<file path="src/rtl/mmio_pkg.sv">
// Shared constants and types for the memory-mapped I/O bridge: window base,
// register offsets, UART state encoding and a byte-lane merge helper.
package mmio_pkg;

  localparam logic [15:0] IO_BASE     = 16'hFFFF;
  localparam logic [7:0]  LED_OFF     = 8'h00;
  localparam logic [7:0]  TIMER_OFF   = 8'h04;
  localparam logic [7:0]  TIMECMP_OFF = 8'h08;
  localparam logic [7:0]  STATUS_OFF  = 8'h0C;
  localparam logic [7:0]  UARTTX_OFF  = 8'h10;

  typedef enum logic [1:0] {
    UART_IDLE  = 2'd0,
    UART_START = 2'd1,
    UART_DATA  = 2'd2,
    UART_STOP  = 2'd3
  } uart_state_t;

  function automatic logic [31:0] lane_merge(input logic [31:0] old,
                                             input logic [31:0] wd,
                                             input logic [3:0]  be);
    logic [31:0] r;
    r = old;
    for (int i = 0; i < 4; i++)
      if (be[i]) r[8*i +: 8] = wd[8*i +: 8];
    return r;
  endfunction

endpackage

</file>
<file path="src/rtl/mmio_if.sv">
// Memory-stage bus between the core, the bridge and dmem. The bridge sits on
// the slave side; the core/dmem pair drives the master side.
interface mmio_if;
  logic [31:0] a;
  logic [31:0] wd;
  logic        we;
  logic [3:0]  byteEnable;
  logic [31:0] rd;
  logic        dmem_we;
  logic [31:0] dmem_rd;

  modport slave  (input  a, wd, we, byteEnable, dmem_rd,
                  output rd, dmem_we);
  modport master (output a, wd, we, byteEnable, dmem_rd,
                  input  rd, dmem_we);
endinterface

</file>
<file path="src/rtl/mmio_bridge_uart_tx.sv">
// 8N1 serial transmitter. A start request is taken when idle, or on the last
// stop-bit cycle so frames can run back to back; otherwise it is ignored.
module uart_tx
  import mmio_pkg::*;
#(
  parameter int BAUD_DIV = 868
) (
  input  logic       clk,
  input  logic       reset,
  input  logic       start,
  input  logic [7:0] data,
  output logic       busy,
  output logic       tx
);

  localparam int BW = (BAUD_DIV > 2) ? $clog2(BAUD_DIV) : 1;
  localparam logic [BW-1:0] BAUD_LAST = BW'(BAUD_DIV - 1);

  uart_state_t   state_q, state_d;
  logic [BW-1:0] baud_q, baud_d;
  logic [2:0]    bit_q, bit_d;
  logic [7:0]    sh_q, sh_d;
  logic          baud_last;

  assign baud_last = (baud_q == BAUD_LAST);

  always_comb begin
    state_d = state_q;
    baud_d  = baud_q;
    bit_d   = bit_q;
    sh_d    = sh_q;
    case (state_q)
      UART_IDLE: begin
        if (start) begin
          state_d = UART_START;
          baud_d  = '0;
          sh_d    = data;
        end
      end
      UART_START: begin
        if (baud_last) begin
          state_d = UART_DATA;
          baud_d  = '0;
          bit_d   = 3'd0;
        end else baud_d = baud_q + 1'b1;
      end
      UART_DATA: begin
        if (baud_last) begin
          baud_d = '0;
          sh_d   = sh_q >> 1;
          if (bit_q == 3'd7) state_d = UART_STOP;
          else bit_d = bit_q + 3'd1;
        end else baud_d = baud_q + 1'b1;
      end
      UART_STOP: begin
        if (baud_last) begin
          baud_d = '0;
          // The edge that ends the stop bit can also launch the next frame.
          if (start) begin
            state_d = UART_START;
            sh_d    = data;
          end else state_d = UART_IDLE;
        end else baud_d = baud_q + 1'b1;
      end
      default: state_d = UART_IDLE;
    endcase
  end

  always_ff @(posedge clk or posedge reset) begin
    if (reset) begin
      state_q <= UART_IDLE;
      baud_q  <= '0;
      bit_q   <= 3'd0;
      sh_q    <= 8'd0;
    end else begin
      state_q <= state_d;
      baud_q  <= baud_d;
      bit_q   <= bit_d;
      sh_q    <= sh_d;
    end
  end

  // Line decoded from state so reset returns it high without waiting for a clock.
  assign busy = (state_q != UART_IDLE);
  assign tx   = (state_q == UART_START) ? 1'b0 :
                (state_q == UART_DATA)  ? sh_q[0] : 1'b1;

endmodule

</file>
<file path="src/rtl/mmio_bridge.sv">
// Data-memory port bridge: decodes the 0xFFFF_xxxx I/O window into LED, timer,
// compare/status and UART registers; everything else passes through to dmem.
module mmio_bridge
  import mmio_pkg::*;
#(
  parameter int CLK_HZ = 100_000_000,
  parameter int BAUD   = 115200
) (
  input  logic       clk,
  input  logic       reset,
  mmio_if.slave      bus,
  output logic [3:0] led,
  output logic       uart_tx
);

  localparam int BAUD_DIV = CLK_HZ / BAUD;

  generate
    if (BAUD_DIV < 2) begin : g_baud_chk
      $error("mmio_bridge: CLK_HZ/BAUD must be at least 2");
    end
  endgenerate

  logic        io_sel, io_wr;
  logic [7:0]  off;
  logic        match_clr, uart_start, uart_busy;
  logic [31:0] io_rdata;
  logic        unused_addr;

  logic [3:0]  led_q, led_d;
  logic [31:0] count_q, count_d;
  logic [31:0] timecmp_q, timecmp_d;
  logic        match_q, match_d;

  assign io_sel      = (bus.a[31:16] == IO_BASE);
  assign off         = bus.a[7:0];
  assign unused_addr = ^bus.a[15:8];
  assign io_wr       = bus.we & io_sel;
  assign match_clr   = io_wr && (off == STATUS_OFF) && bus.byteEnable[0] && bus.wd[0];
  assign uart_start  = io_wr && (off == UARTTX_OFF) && bus.byteEnable[0];

  always_comb begin
    led_d     = led_q;
    count_d   = count_q + 32'd1;
    timecmp_d = timecmp_q;
    match_d   = match_q;
    // Compare uses pre-write values, and a new match beats a same-cycle clear.
    if (match_clr) match_d = 1'b0;
    if (count_q == timecmp_q) match_d = 1'b1;
    if (io_wr) begin
      case (off)
        LED_OFF:     if (bus.byteEnable[0]) led_d = bus.wd[3:0];
        TIMER_OFF:   if (|bus.byteEnable) count_d = 32'd0;
        TIMECMP_OFF: timecmp_d = lane_merge(timecmp_q, bus.wd, bus.byteEnable);
        default: ;
      endcase
    end
  end

  always_ff @(posedge clk or posedge reset) begin
    if (reset) begin
      led_q     <= 4'd0;
      count_q   <= 32'd0;
      timecmp_q <= 32'hFFFF_FFFF;
      match_q   <= 1'b0;
    end else begin
      led_q     <= led_d;
      count_q   <= count_d;
      timecmp_q <= timecmp_d;
      match_q   <= match_d;
    end
  end

  always_comb begin
    io_rdata = 32'd0;
    case (off)
      LED_OFF:     io_rdata = {28'd0, led_q};
      TIMER_OFF:   io_rdata = count_q;
      TIMECMP_OFF: io_rdata = timecmp_q;
      STATUS_OFF:  io_rdata = {30'd0, uart_busy, match_q};
      default:     io_rdata = 32'd0;
    endcase
  end

  assign bus.rd      = io_sel ? io_rdata : bus.dmem_rd;
  assign bus.dmem_we = bus.we & ~io_sel;
  assign led         = led_q;

  uart_tx #(.BAUD_DIV(BAUD_DIV)) u_uart (
    .clk   (clk),
    .reset (reset),
    .start (uart_start),
    .data  (bus.wd[7:0]),
    .busy  (uart_busy),
    .tx    (uart_tx)
  );

endmodule

</file>
<file path="src/flat_wrapper.sv">
// flat-port wrapper written by rule: the top's interface ports become plain ports
module mmio_bridge_flat import mmio_pkg::*;
#(
  parameter int CLK_HZ = 100_000_000,
  parameter int BAUD   = 115200
)
  (clk, reset, led, uart_tx, bus_a, bus_wd, bus_we, bus_byteEnable, bus_dmem_rd, bus_rd, bus_dmem_we);
  mmio_if bus_i ();
  input  logic clk;
  input  logic reset;
  output logic [3:0] led;
  output logic uart_tx;
  input wire logic [$bits(bus_i.a)-1:0] bus_a;
  input wire logic [$bits(bus_i.wd)-1:0] bus_wd;
  input wire logic [$bits(bus_i.we)-1:0] bus_we;
  input wire logic [$bits(bus_i.byteEnable)-1:0] bus_byteEnable;
  input wire logic [$bits(bus_i.dmem_rd)-1:0] bus_dmem_rd;
  output wire logic [$bits(bus_i.rd)-1:0] bus_rd;
  output wire logic [$bits(bus_i.dmem_we)-1:0] bus_dmem_we;
  assign bus_i.a = bus_a;
  assign bus_i.wd = bus_wd;
  assign bus_i.we = bus_we;
  assign bus_i.byteEnable = bus_byteEnable;
  assign bus_i.dmem_rd = bus_dmem_rd;
  assign bus_rd = bus_i.rd;
  assign bus_dmem_we = bus_i.dmem_we;
  mmio_bridge #(.CLK_HZ(CLK_HZ), .BAUD(BAUD)) u_core (.clk(clk), .reset(reset), .bus(bus_i), .led(led), .uart_tx(uart_tx));
endmodule
</file>
<file path="config.mk">
export PLATFORM = sky130hd
export DESIGN_NAME = mmio_bridge_flat
export DESIGN_NICKNAME = d
export VERILOG_FILES = /design/src/rtl/mmio_pkg.sv /design/src/rtl/mmio_if.sv /design/src/rtl/mmio_bridge_uart_tx.sv /design/src/rtl/mmio_bridge.sv /design/src/flat_wrapper.sv
export SDC_FILE = /design/constraint.sdc
export NUM_CORES = 1
export LEC_CHECK = 0
export CAP_MARGIN = 15
export CELL_PAD_IN_SITES_DETAIL_PLACEMENT = 0
export CELL_PAD_IN_SITES_GLOBAL_PLACEMENT = 1
export CORE_MARGIN = 2
export CORE_UTILIZATION = 41
export DETAILED_ROUTE_END_ITERATION = 10
export PLACE_DENSITY_LB_ADDON = 0.05
export REMOVE_ABC_BUFFERS = 1
export SLEW_MARGIN = 20
export SYNTH_ARGS = -nofsm -noshare
export SYNTH_HDL_FRONTEND = slang
export SYNTH_HIERARCHICAL = 1
export SYNTH_SLANG_ARGS = --single-unit
</file>
<file path="constraint.sdc">
create_clock -name clk -period 6.4 [get_ports clk]
set_clock_uncertainty 0.15 [all_clocks]
set_input_delay 1.6 -clock clk [delete_from_list [all_inputs] [get_ports clk]]
set_output_delay 1.6 -clock clk [all_outputs]
set_load 0.1 [all_outputs]
</file>
### Yosys cells after proc, flatten, opt, wreduce, memory -nomap -nowiden

Index checks and enable logic that the tools add are counted.

| word-level totals | value |
|---|---|
| output and inout bits | 38 |
| word-level logic and storage cells | 82 |
| bits in registers | 92 |
| bits of input ports | 103 |

| cells by class | value |
|---|---|
| equal/unequal tests | 17 |
| bitwise operators | 3 |
| add/sub/neg operators | 3 |
| multiplexer cells | 27 |
| reduce and logical (&&, ||, !) cells | 21 |

Operator list:

| operator | count |
|---|---|
| 32-bit 2-to-1 mux | 4 |
| 32-bit case mux with 4 select lines | 1 |
| 32-bit by 1-bit adder with 32-bit output, second input constant | 1 |
| 32-bit equality test | 1 |
| 8-bit 2-to-1 mux | 3 |
| 8-bit case mux with 3 select lines | 1 |
| 10-bit 2-to-1 mux | 2 |
| 10-bit case mux with 2 select lines | 1 |
| 3-bit AND reduction | 6 |
| 16-bit equality test, second input constant | 1 |
| 8-bit by 4-bit equality test with 1-bit output, second input constant | 2 |
| 2-bit != test, second input constant | 6 |
| 10-bit by 1-bit adder with 10-bit output, second input constant | 1 |
| 10-bit equality test, second input constant | 1 |
| 2-bit 2-to-1 mux | 5 |
| 3-bit 2-to-1 mux | 3 |
| 8-bit by 3-bit equality test with 1-bit output, second input constant | 1 |
| 8-bit by 5-bit equality test with 1-bit output, second input constant | 1 |
| 8-bit zero test | 1 |
| 2-bit case mux with 4 select lines | 1 |
| 3-bit case mux with 2 select lines | 1 |
| 2-bit nonzero test | 3 |
| 1-bit logical AND | 5 |
| 1-bit 2-to-1 mux | 5 |
| other kinds (12) | 14 |

### Depth between registers and ports, before layout

| logic depth | value |
|---|---|
| depth in word-level cells | 7 |
| depth in mapped cells | 7 |
| depth with buffers taken out | 7 |

### Hierarchy

Netlist, hierarchy kept.

Modules (own cells, without submodules):

| module | instances | area each (um2) | cells an instance | sequential area each (um2) |
|---|---|---|---|---|
| mmio_bridge | 1 | 4,211.5 | 429 | 1,766.7 |
| uart_tx | 1 | 1,371.3 | 133 | 575.6 |

### Worst setup path after synthesis

No wires, ideal clock.

| timing path | value |
|---|---|
| path type | input to output |
| start | input port bus_a[1] |
| end | output port bus_rd[10] |
| arrival time | 5.077 ns |
| data required time | 4.650 ns |
| path buffers | 2 |
| stages | 5 |
| setup slack | -0.427 ns |
| cell sequence | or4_4 > or3_1 > buf_6 > clkbuf_1 > o31ai_1 |

| on the way | value |
|---|---|
| word-level cells in the longest chain between the ends | 3 |
| elaborated cells on any way between the ends | 6 |
| classes of those cells | eq/ne: 3; mux: 2; reduce/logical: 1 |

RTL lines:

| element | line | source |
|---|---|---|
| from (decl) | flat_wrapper.sv:13 | `input wire logic [$bits(bus_i.a)-1:0] bus_a;` |
| 8-bit by 4-bit equality test with 1-bit output, or another cell as far along | mmio_bridge.sv:76 | `case (off)` |
| 32-bit case mux with 4 select lines * | mmio_bridge.sv:76 |  |
| 32-bit 2-to-1 mux * | mmio_bridge.sv:85 | `assign bus.rd = io_sel ? io_rdata : bus.dmem_rd;` |
| to (decl) | flat_wrapper.sv:18 | `output wire logic [$bits(bus_i.rd)-1:0] bus_rd;` |

Mark *: on every way between the ends. The rest lies on a longest branch, timed or not.

### Worst setup path after layout

| timing path | value |
|---|---|
| start | input port bus_a[26] |
| end | output port bus_rd[0] |

| on the way | value |
|---|---|
| word-level cells in the longest chain between the ends | 2 |

RTL lines:

| element | line | source |
|---|---|---|
| 16-bit equality test | mmio_bridge.sv:35 | `assign io_sel = (bus.a[31:16] == IO_BASE);` |
| 32-bit 2-to-1 mux | mmio_bridge.sv:85 |  |

Every way passes these cells.

==> results.sh <==
export IMPL_drc=0
export IMPL_busiest_layer="met2"
export IMPL_reg2reg_depth=6
export IMPL_yosysTopAreaCellShare_pct=26.9
export IMPL_grt_pass1_wl_um=24400
export IMPL_synth_edf_count=0
export IMPL_cp_start_kind="input port"
export IMPL_post_route_period_util_pct=88.9
export IMPL_cts_root_buf="clkbuf_16"
export IMPL_timing_slew_headroom_pct=34.2
export IMPL_numPortBuffers=132
export IMPL_worst_pin_slew_ns=0.984
export IMPL_gp_congestion=0.839
export IMPL_synth_top_flop_cell="dfrtp_1"
export IMPL_ios=141
export IMPL_cp_arrival_ns=3.94
export IMPL_syn_inst=562
export IMPL_postCtsHoldBufs=0
export IMPL_vias=4702
export IMPL_worstHoldPathCells=1
export IMPL_p_sw_mw=0.350
export IMPL_synth_warning_count=6
export IMPL_path_clk_slew_ns=0.06
export IMPL_clk_latency_ns=0.33
export IMPL_fillers=1133
export IMPL_power_mw=1.44
export IMPL_antenna_found_initial=0
export IMPL_pwr_share_comb_pct=16.1
export IMPL_p_int_mw=1.09
export IMPL_share_seq_of_total_power_pct=40.6
export IMPL_path_cells="clkdlybuf4s50_1 > nand4_1 > or4_2 > buf_4 > nand2b_1 > o21ai_0 > buf_12"
export IMPL_multiInputGateArea_um2=3070
export IMPL_fin_nets=792
export IMPL_maxCapViolCount=0
export IMPL_critical_path_class="input port to output pin"
export IMPL_p_clk_share_pct=43.3
export IMPL_final_layout_size_suffix_gt1_share_pct=22.2
export IMPL_required_ns=4.65
export IMPL_ant_nets=0
export IMPL_period_needed_ns=5.69
export IMPL_synthesis_area_um2=5580
export IMPL_die_area_um2=14600
export IMPL_async_flop_share_pct=100
export IMPL_use_met3_pct=3.11
export IMPL_utilization_pct=57.9
export IMPL_htreeDepth=3
export IMPL_max_stage_delay_ns=0.67
export IMPL_area_growth_pct=38.0
export IMPL_reg2reg_from="u_core/count_q[0]"
export IMPL_cts_made_buffers=9
export IMPL_die_h_um=121
export IMPL_avgSynthCellArea_um2=9.93
export IMPL_rsz0062_at_grt="false"
export IMPL_dpl_cell_count=845
export IMPL_grt_ovfl_total=0
export IMPL_synth_top_cell_by_area="dfrtp_1"
export IMPL_netSwitchingFraction_pct=24.4
export IMPL_start_util_pct=42.0
export IMPL_clock_path_buffers=2
export IMPL_cts_resized=0
export IMPL_p_per_area_nw_per_um2=186
export IMPL_wl_um=14800
export IMPL_critical_path_max_fanout=66
export IMPL_rrSetupSlack_ns=3.84
export IMPL_synthDistinctLibCells=49
export IMPL_die_w_um=121
export IMPL_max_freq_mhz=176
export IMPL_grt_pass1_vias=4762
export IMPL_slew_viol_final=0
export IMPL_drt_iter0_markers=289
export IMPL_cpMaxStageDelayCell="or4_2"
export IMPL_grt_met2_usage_pct=32.7
export IMPL_min_from="u_core/u_uart/sh_q[1]"
export IMPL_hold_viol_final=0
export IMPL_avgRoutedWirePerCell_um=17.2
export IMPL_p_leak_nw=3.38
export IMPL_grt_usage_pct=21.0
export IMPL_final_seq_area_um2=2340
export IMPL_ir_drop_v=0.000151
export IMPL_worstReg2RegEnd="u_core/count_q[28]"
export IMPL_dr_pass1_iters=5
export IMPL_dp_hpwl_um=10800
export IMPL_hold_path_end="u_core/u_uart/sh_q[1]"
export IMPL_cts_sinks=92
export IMPL_yosys_top_cells_area="dfrtp_1, dfstp_2, mux2_2, xor2_1, o31ai_1"
export IMPL_setup_violations=0
export IMPL_end_kind="output pin"
export IMPL_setup_tns_ns=0
export IMPL_rows=42
export IMPL_ys_seq_area_share_pct=42.0
export IMPL_min_path_type="flop to flop"
export IMPL_outcome="completed"
export IMPL_grt_max_degree=70
export IMPL_cts_tree="yes"
export IMPL_fin_cells=861
export IMPL_met1_usage_pct=30.2
export IMPL_hold_ws_ns=0.346
export IMPL_synth_ff_latch_count=92
export IMPL_core_um2=13300
export IMPL_viasPerCell=5.46
export IMPL_postCtsSetupRepairBufs=0
export IMPL_num_antenna_cells=0
==> logic make-up after synthesis <==
family                   after synthesis  share of synthesized area [%]
flip-flops                            92                           42.0
adder cells (fa/ha/maj)                9                           2.02
buffers and inverters                 42                           3.14
AND/OR/NAND/NOR                      203                           18.9
AO/OA/AOI/OAI                        102                           13.2
XOR/XNOR                              56                           8.79
multiplexers                          58                           12.0
==> Yosys cell counts, drive strengths merged (4+ instances only) <==
cell type / number
dfstp: 32
a22oi: 28
o21ai: 12
a21o: 4
dfrtp: 60
nor2b: 5
clkbuf: 26
a21oi: 8
or3: 4
and3: 15
xnor2: 9
nand4: 21
nand2: 59
mux2: 52
buf: 6
nand3: 19
mux2i: 4
nor2: 42
xor2: 47
or4: 5
ha: 9
inv: 10
nor4: 10
nor3: 12
o31ai: 34
==> flip-flops by register name (all words and copies together) (netlist names) <==
register               cells
u_core/match_q             1
u_core/u_uart/baud_q      10
u_core/u_uart/sh_q         8
u_core/timecmp_q          32
u_core/count_q            32
u_core/led                 4
u_core/u_uart/bit_q        3
u_core/u_uart/state_q      2
==> layout by cell type, fill, tap and decap left out, types with 4 or more instances in the layout <==
cell type and n:
ha_1 9, dfrtp_1 60, o21ai_0 12, nand2_2 4, mux2_2 45, dfstp_2 32, clkbuf_16 9, buf_4 9
nor4_1 10, mux2i_1 4, mux2_1 7, xnor2_1 9, a21o_1 4, a22oi_1 28, o31ai_1 34, inv_1 9
and3_1 15, nand2_1 55, nor3_1 8, clkdlybuf4s50_1 99, xor2_1 47, or3_1 4, a21oi_1 8, nand3_1 18
nor2_1 42, buf_12 31, nand4_1 21
==> metrics by stage <==
step | instance area [um^2] | worst slack [ns]
4_1_cts | 7700 | 0.684
3_3_place_gp | 7350 | 0.709
6_report | 7700 | 0.710
3_5_place_dp | 7350 | 0.684
5_1_grt | 7700 | 0.523
2_1_floorplan | 5450 | -0.755
==> area by class of cell <==
type                            count  share of cell area [%]
Multi-Input combinational cell    428                    39.9
Timing Repair Buffer              139                    21.8
Clock buffer                       12                    3.33
Tap cell                          176                    2.86
Clock inverter                      4                    1.23
Sequential cell                    92                    30.4
Inverter                           10                   0.487
==> critical path: cells and delay by family <==
kind,cells,cell delay [ns]
buffers and inverters,3,1.02
AO/OA/AOI/OAI,1,0.31
AND/OR/NAND/NOR,3,1.01
==> power groups by stage <==
stage          Clock [mW]  Sequential, mW  Combinational (mW)
2_1_floorplan           0           0.593               0.111
3_3_place_gp            0           0.593               0.231
3_5_place_dp            0           0.593               0.233
4_1_cts             0.637           0.582               0.234
5_1_grt             0.658           0.582               0.243
6_report            0.622           0.583               0.231
==> how the worst max path moves through the flow <==
| stage | from | endpoint | slack [ns] | cells after the start |
|---|---|---|---|---|
| 3_3_place_gp | bus_a[26] | bus_rd[6] | 0.71 | 6 |
| 5_1_grt | bus_a[24] | bus_rd[5] | 0.52 | 6 |
| 3_5_place_dp | bus_a[26] | bus_rd[0] | 0.68 | 7 |
| 4_1_cts | bus_a[26] | bus_rd[0] | 0.68 | 7 |
| 2_1_floorplan | bus_a[30] | bus_rd[10] | -0.76 | 3 |
| 6_report | bus_a[26] | bus_rd[0] | 0.71 | 7 |
==> metal layers <==
layer,vias to the layer above,wire length [um]
met5,-,0
met4,0,215
met3,19,729
met2,140,6610
met1,2262,7280
li1,2281,-
Note: power is estimated with default switching activity, not from simulation.
